**config.mk**
```make
export PLATFORM = sky130hd
export DESIGN_NAME = sad_min_select_flat
export DESIGN_NICKNAME = d
export VERILOG_FILES = /design/src/rtl/sad_min_select_if.sv /design/src/rtl/sad_min_select.sv /design/src/flat_wrapper.sv
export SDC_FILE = /design/constraint.sdc
export NUM_CORES = 1
export LEC_CHECK = 0
export ABC_AREA = 1
export BUFFER_PORTS_ARGS = -buffer_cell sky130_fd_sc_hd__buf_4
export CORE_MARGIN = 3
export CORE_UTILIZATION = 45
export DETAILED_ROUTE_END_ITERATION = 12
export PLACE_DENSITY = 0.65
export SLEW_MARGIN = 20
export SYNTH_ARGS = -nofsm -noshare
export SYNTH_HDL_FRONTEND = slang
export SYNTH_SLANG_ARGS = --single-unit
```
**constraint.sdc**
```tcl
create_clock -name clk -period 3.9 [get_ports clk]
set_input_delay 0.39 -clock clk [delete_from_list [all_inputs] [get_ports clk]]
set_output_delay 0.39 -clock clk [all_outputs]
set_load 0.01 [all_outputs]
```
**src/rtl/sad_min_select_if.sv**
```systemverilog
// sad_min_select_if: SAD stream in, best motion vector out.
// master = SAD producer / result consumer, slave = sad_min_select.
interface sad_min_select_if #(
    parameter int XW = 4,
    parameter int YW = 4
);
    logic          start;
    logic          sad_valid;
    logic [11:0]   sad;
    logic [11:0]   thresh;
    logic          busy;
    logic          done;
    logic [11:0]   best_sad;
    logic [XW-1:0] best_x;
    logic [YW-1:0] best_y;
    logic          early;

    modport master (
        output start, sad_valid, sad, thresh,
        input  busy, done, best_sad, best_x, best_y, early
    );

    modport slave (
        input  start, sad_valid, sad, thresh,
        output busy, done, best_sad, best_x, best_y, early
    );
endinterface

```
**src/rtl/sad_min_select.sv**
```systemverilog
// sad_min_select: tracks the minimum SAD over a raster-ordered search
// window and publishes its (x, y) index with a one-cycle done pulse.
// Optional feature macro: SAD_EARLY_EXIT_EN (end the window on sad <= thresh).
module sad_min_select #(
    parameter int SEARCH_W = 16,
    parameter int SEARCH_H = 16,
    parameter int XW       = $clog2(SEARCH_W),
    parameter int YW       = $clog2(SEARCH_H)
) (
    input logic             clk,
    input logic             rst,
    sad_min_select_if.slave bus
);

    typedef enum logic [1:0] {IDLE, SCAN, DONE} state_t;

    state_t        state, state_nx;
    logic [XW-1:0] x_cnt;
    logic [YW-1:0] y_cnt;
    logic [11:0]   run_min;
    logic [XW-1:0] run_x;
    logic [YW-1:0] run_y;
    logic [11:0]   best_sad_q;
    logic [XW-1:0] best_x_q;
    logic [YW-1:0] best_y_q;

    logic          consume;
    logic          last_cand;
    logic          early_hit;
    logic          finish;
    logic          is_less;
    logic [11:0]   cand_min;
    logic [XW-1:0] cand_x;
    logic [YW-1:0] cand_y;

    // A start in the same cycle takes priority over any candidate.
    assign consume   = (state == SCAN) && bus.sad_valid && !bus.start;
    assign last_cand = (x_cnt == XW'(SEARCH_W - 1)) && (y_cnt == YW'(SEARCH_H - 1));
    assign is_less   = bus.sad < run_min;
    assign cand_min  = is_less ? bus.sad : run_min;
    assign cand_x    = is_less ? x_cnt   : run_x;
    assign cand_y    = is_less ? y_cnt   : run_y;

`ifdef SAD_EARLY_EXIT_EN
    logic early_q;
    assign early_hit = bus.sad <= bus.thresh;
`else
    logic unused_thresh;
    assign unused_thresh = ^bus.thresh;
    assign early_hit     = 1'b0;
`endif

    assign finish = consume && (last_cand || early_hit);

    // FSM state register.
    always_ff @(posedge clk) begin
        if (rst) state <= IDLE;
        else     state <= state_nx;
    end

    // Next-state logic; start from any state (including DONE) enters SCAN.
    always_comb begin
        state_nx = state;
        if (bus.start) begin
            state_nx = SCAN;
        end else begin
            case (state)
                IDLE:    state_nx = IDLE;
                SCAN:    if (finish) state_nx = DONE;
                DONE:    state_nx = IDLE;
                default: state_nx = IDLE;
            endcase
        end
    end

    // Position counters, running minimum and published result.
    // The result is captured on the consuming edge from the combined compare,
    // so it is already valid in the DONE cycle.
    always_ff @(posedge clk) begin
        if (rst) begin
            x_cnt      <= '0;
            y_cnt      <= '0;
            run_min    <= '1;
            run_x      <= '0;
            run_y      <= '0;
            best_sad_q <= '1;
            best_x_q   <= '0;
            best_y_q   <= '0;
        end else if (bus.start) begin
            x_cnt   <= '0;
            y_cnt   <= '0;
            run_min <= '1;
            run_x   <= '0;
            run_y   <= '0;
        end else if (consume) begin
            run_min <= cand_min;
            run_x   <= cand_x;
            run_y   <= cand_y;
            if (x_cnt == XW'(SEARCH_W - 1)) begin
                x_cnt <= '0;
                y_cnt <= y_cnt + YW'(1);
            end else begin
                x_cnt <= x_cnt + XW'(1);
            end
            if (finish) begin
                best_sad_q <= cand_min;
                best_x_q   <= cand_x;
                best_y_q   <= cand_y;
            end
        end
    end

`ifdef SAD_EARLY_EXIT_EN
    // Early flag: set when the threshold (not the final candidate) ends the window.
    always_ff @(posedge clk) begin
        if (rst)         early_q <= 1'b0;
        else if (finish) early_q <= early_hit && !last_cand;
    end
    assign bus.early = early_q;
`else
    assign bus.early = 1'b0;
`endif

    assign bus.busy     = (state == SCAN);
    assign bus.done     = (state == DONE);
    assign bus.best_sad = best_sad_q;
    assign bus.best_x   = best_x_q;
    assign bus.best_y   = best_y_q;

endmodule

```
**src/flat_wrapper.sv**
```systemverilog
// flat-port wrapper written by rule: the top's interface ports become plain ports
module sad_min_select_flat 
#(
    parameter int SEARCH_W = 16,
    parameter int SEARCH_H = 16,
    parameter int XW       = $clog2(SEARCH_W),
    parameter int YW       = $clog2(SEARCH_H)
)
  (clk, rst, bus_start, bus_sad_valid, bus_sad, bus_thresh, bus_busy, bus_done, bus_best_sad, bus_best_x, bus_best_y, bus_early);
  sad_min_select_if #(.XW(XW), .YW(YW)) bus_i ();
  input logic clk;
  input logic rst;
  input wire logic [$bits(bus_i.start)-1:0] bus_start;
  input wire logic [$bits(bus_i.sad_valid)-1:0] bus_sad_valid;
  input wire logic [$bits(bus_i.sad)-1:0] bus_sad;
  input wire logic [$bits(bus_i.thresh)-1:0] bus_thresh;
  output wire logic [$bits(bus_i.busy)-1:0] bus_busy;
  output wire logic [$bits(bus_i.done)-1:0] bus_done;
  output wire logic [$bits(bus_i.best_sad)-1:0] bus_best_sad;
  output wire logic [$bits(bus_i.best_x)-1:0] bus_best_x;
  output wire logic [$bits(bus_i.best_y)-1:0] bus_best_y;
  output wire logic [$bits(bus_i.early)-1:0] bus_early;
  assign bus_i.start = bus_start;
  assign bus_i.sad_valid = bus_sad_valid;
  assign bus_i.sad = bus_sad;
  assign bus_i.thresh = bus_thresh;
  assign bus_busy = bus_i.busy;
  assign bus_done = bus_i.done;
  assign bus_best_sad = bus_i.best_sad;
  assign bus_best_x = bus_i.best_x;
  assign bus_best_y = bus_i.best_y;
  assign bus_early = bus_i.early;
  sad_min_select #(.SEARCH_W(SEARCH_W), .SEARCH_H(SEARCH_H), .XW(XW), .YW(YW)) u_core (.clk(clk), .rst(rst), .bus(bus_i));
endmodule
```
==> out/qor.yml <==
row_count: 27
ys_ff_latch: 50
synth-compound-area-share_pct: 9.732
r2r_setup_slack_ns: 1.57
yosysWarnings: 0
synth_xor_area_share_pct: 0.6711
startpoint_type: "flip-flop"
skew_ns: 0.007157
min_period_ns: 2.332
dieArea_sq_um: 6749
die_y_microns: 82.16
finalWeightedCongestion: 0.7712
pin_count: 51
postRouteAntennaNets: 0
setup_ws_ns: 1.568
worst-endpoint-arrival_ns: 2.54
period_share_pct: 59.79
numPortBuffers: 37
fillers: 565
cts_buffers: 5
synth_nets: 410
ys_types: 26
drt_pass1_iterations: 7
synth_top_family_by_area: "simple AND/OR/NAND/NOR gates"
die_w_microns: 82.16
crit_fanout: 23
avgRoutedWirePerCell_microns: 12.33
final_common_cell: "nand2_1"
synth_simple_gate_area_share_pct: 32.74
antenna_found_initial: 0
clkLatencyLatePin_ns: 0.31
final-instance-count-excl-fill: 470
num_vias: 2342
h-tree-depth: 2
worst_slew_pin_slew_ns: 0.9287
hold_viol: 0
drc_errors: 0
rsz0062_at_grt: "no"
dp.cells: 462
p_leak_uw: 0.001442
ff_latch_area_sq_um: 1001
max_freq_mhz: 428.8
cts_setup_buffers: 0
synthMuxAreaShare_pct: 0
slew-limit-headroom_pct: 38.02
netlist_area_sq_um: 2610
antennaDiodeCount: 0
grt_pass1_vias: 2221
clk_pin_slew_ns: 0.09
vias_per_cell: 4.983
worst-setup-path-type: "reg -> reg"
syn-mean-instance-area_sq_um: 7.073
drt-initial-drc-count: 133
finalSetupViolations: 0
multiInputGateArea_sq_um: 1292
synthTopCellsByArea: "dfxtp_1 38%, nand2_1 12%, nand3_1 9.8%, inv_1 7.9%, a21oi_1 6.5%"
synthArstFlopShare_pct: 0
gr-total-overflow: 0
initial_core_util_pct: 46.82
synth_ff_type: "dfxtp_1"
fin_nets: 438
clock_sinks: 50
cts-resized-gates: 0
fin_tns_setup_ns: 0
ir_drop_mv: 0.2090
syn_to_final_growth_pct: 16.16
required_ns: 4.11
powerDensity_nw_per_um2: 339.4
grt_max_degree: 24
cts_tree: "yes"
synth-adder-area-share_pct: 6.232
pre_cts_ws_ns: 1.479
yosysSeqAreaShare_pct: 38.35
report.final.slew_viol_count: 0
outcome: "finished clean"
dp_hpwl_mm: 3.792
grt_pass1_wl_mm: 9.908
final_cell_mix: "86 x nand2_1, 55 x inv_1, 51 x nand3_1"
cts_hold_buf: 0
totalWireLength_mm: 5.795
hp-class: "in -> reg"
drive_gt1_share_pct: 15.08
core_sq_um: 5574
cts_buffer_depth: 2
cp-end-kind: "flip-flop"
synth-edff-count: 0
grt_use_total_pct: 18.86
synth_cells: 369
synth.largest_area_cell: "dfxtp_1"
cap_violations: 0
synth_top_cell_area_share_pct: 38.35
clock-root-buffer: "clkbuf_8"
[critical path, cell delays in order, from the launching register on]
cell and delay, ns:
dfxtp_1 0.41, ha_1 0.22, nand3_1 0.18, nor2_8 0.21, nand4_4 0.40, inv_2 0.51, nand3_1 0.17, nand2_1 0.09
inv_1 0.04
[area by class of cell]
type | instances | area share (%)
multi-input combinational | 244 | 42.63
timing repair buffer | 40 | 9.905
sequential | 50 | 33.02
clock inverter | 3 | 2.270
inverter | 56 | 6.934
tap | 72 | 2.972
clock buffer | 5 | 2.270
[final timing paths]
path | start | end | cells past startpoint
hold reg to reg | u_core.bus.best_sad[9] | u_core.bus.best_sad[9] | 2
hold / removal | bus_start | u_core.y_cnt[2] | 4
setup reg to reg | u_core.x_cnt[0] | u_core.bus.best_x[2] | 8
setup / recovery | u_core.x_cnt[0] | u_core.bus.best_x[2] | 8
[sequential cells by signal, indices dropped and copies added (netlist names)]
signal and flops:
u_core.bus.best_sad 12, u_core.bus.best_x 4, u_core.bus.best_y 4, u_core.run_min 12, u_core.run_x 4, u_core.run_y 4, u_core.state 2, u_core.x_cnt 4
u_core.y_cnt 4
[metrics by stage]
stage          power [uW]  util, %  hold WS, ns  area (sq um)
2_1_floorplan       578.0        -       0.4407          2610
3_3_place_gp        602.0    51.92       0.4490          2894
3_5_place_dp        603.2    51.92       0.4531          2894
4_1_cts              1042    54.39       0.4200          3032
5_1_grt              1071    54.39       0.4382          3032
6_report             1029    54.39       0.4229          3032
[power breakdown]
group          switching, uW  leakage, uW  internal (uW)
Clock                    181    0.0000683            257
Sequential              2.62     0.000405            515
Combinational           44.5     0.000969           28.7
[cells by family after synthesis]
family | after synthesis
flops | 50
other cells | 1
compound gates | 46
xor+xnor | 2
fa+ha+maj | 13
buf+inv | 75
simple gates | 182
[cell usage after synthesis (5+ instances only)]
cell type	instances
a21oi_2	6
nor2_1	24
o21ai_0	5
nand3_1	51
clkbuf_1	5
dfxtp_1	50
inv_1	55
a21oi_1	34
buf_2	7
nand2_1	86
nand3b_1	11
ha_1	13
[layer usage]
metal / GRT usage [%] / wire [microns]
met1: 23.19 / 2584
met2: 33.68 / 2919
met3: 2.603 / 222
met4: 6.312 / 68
met5: 0 / 0
Power figures use the tool's default switching activity.
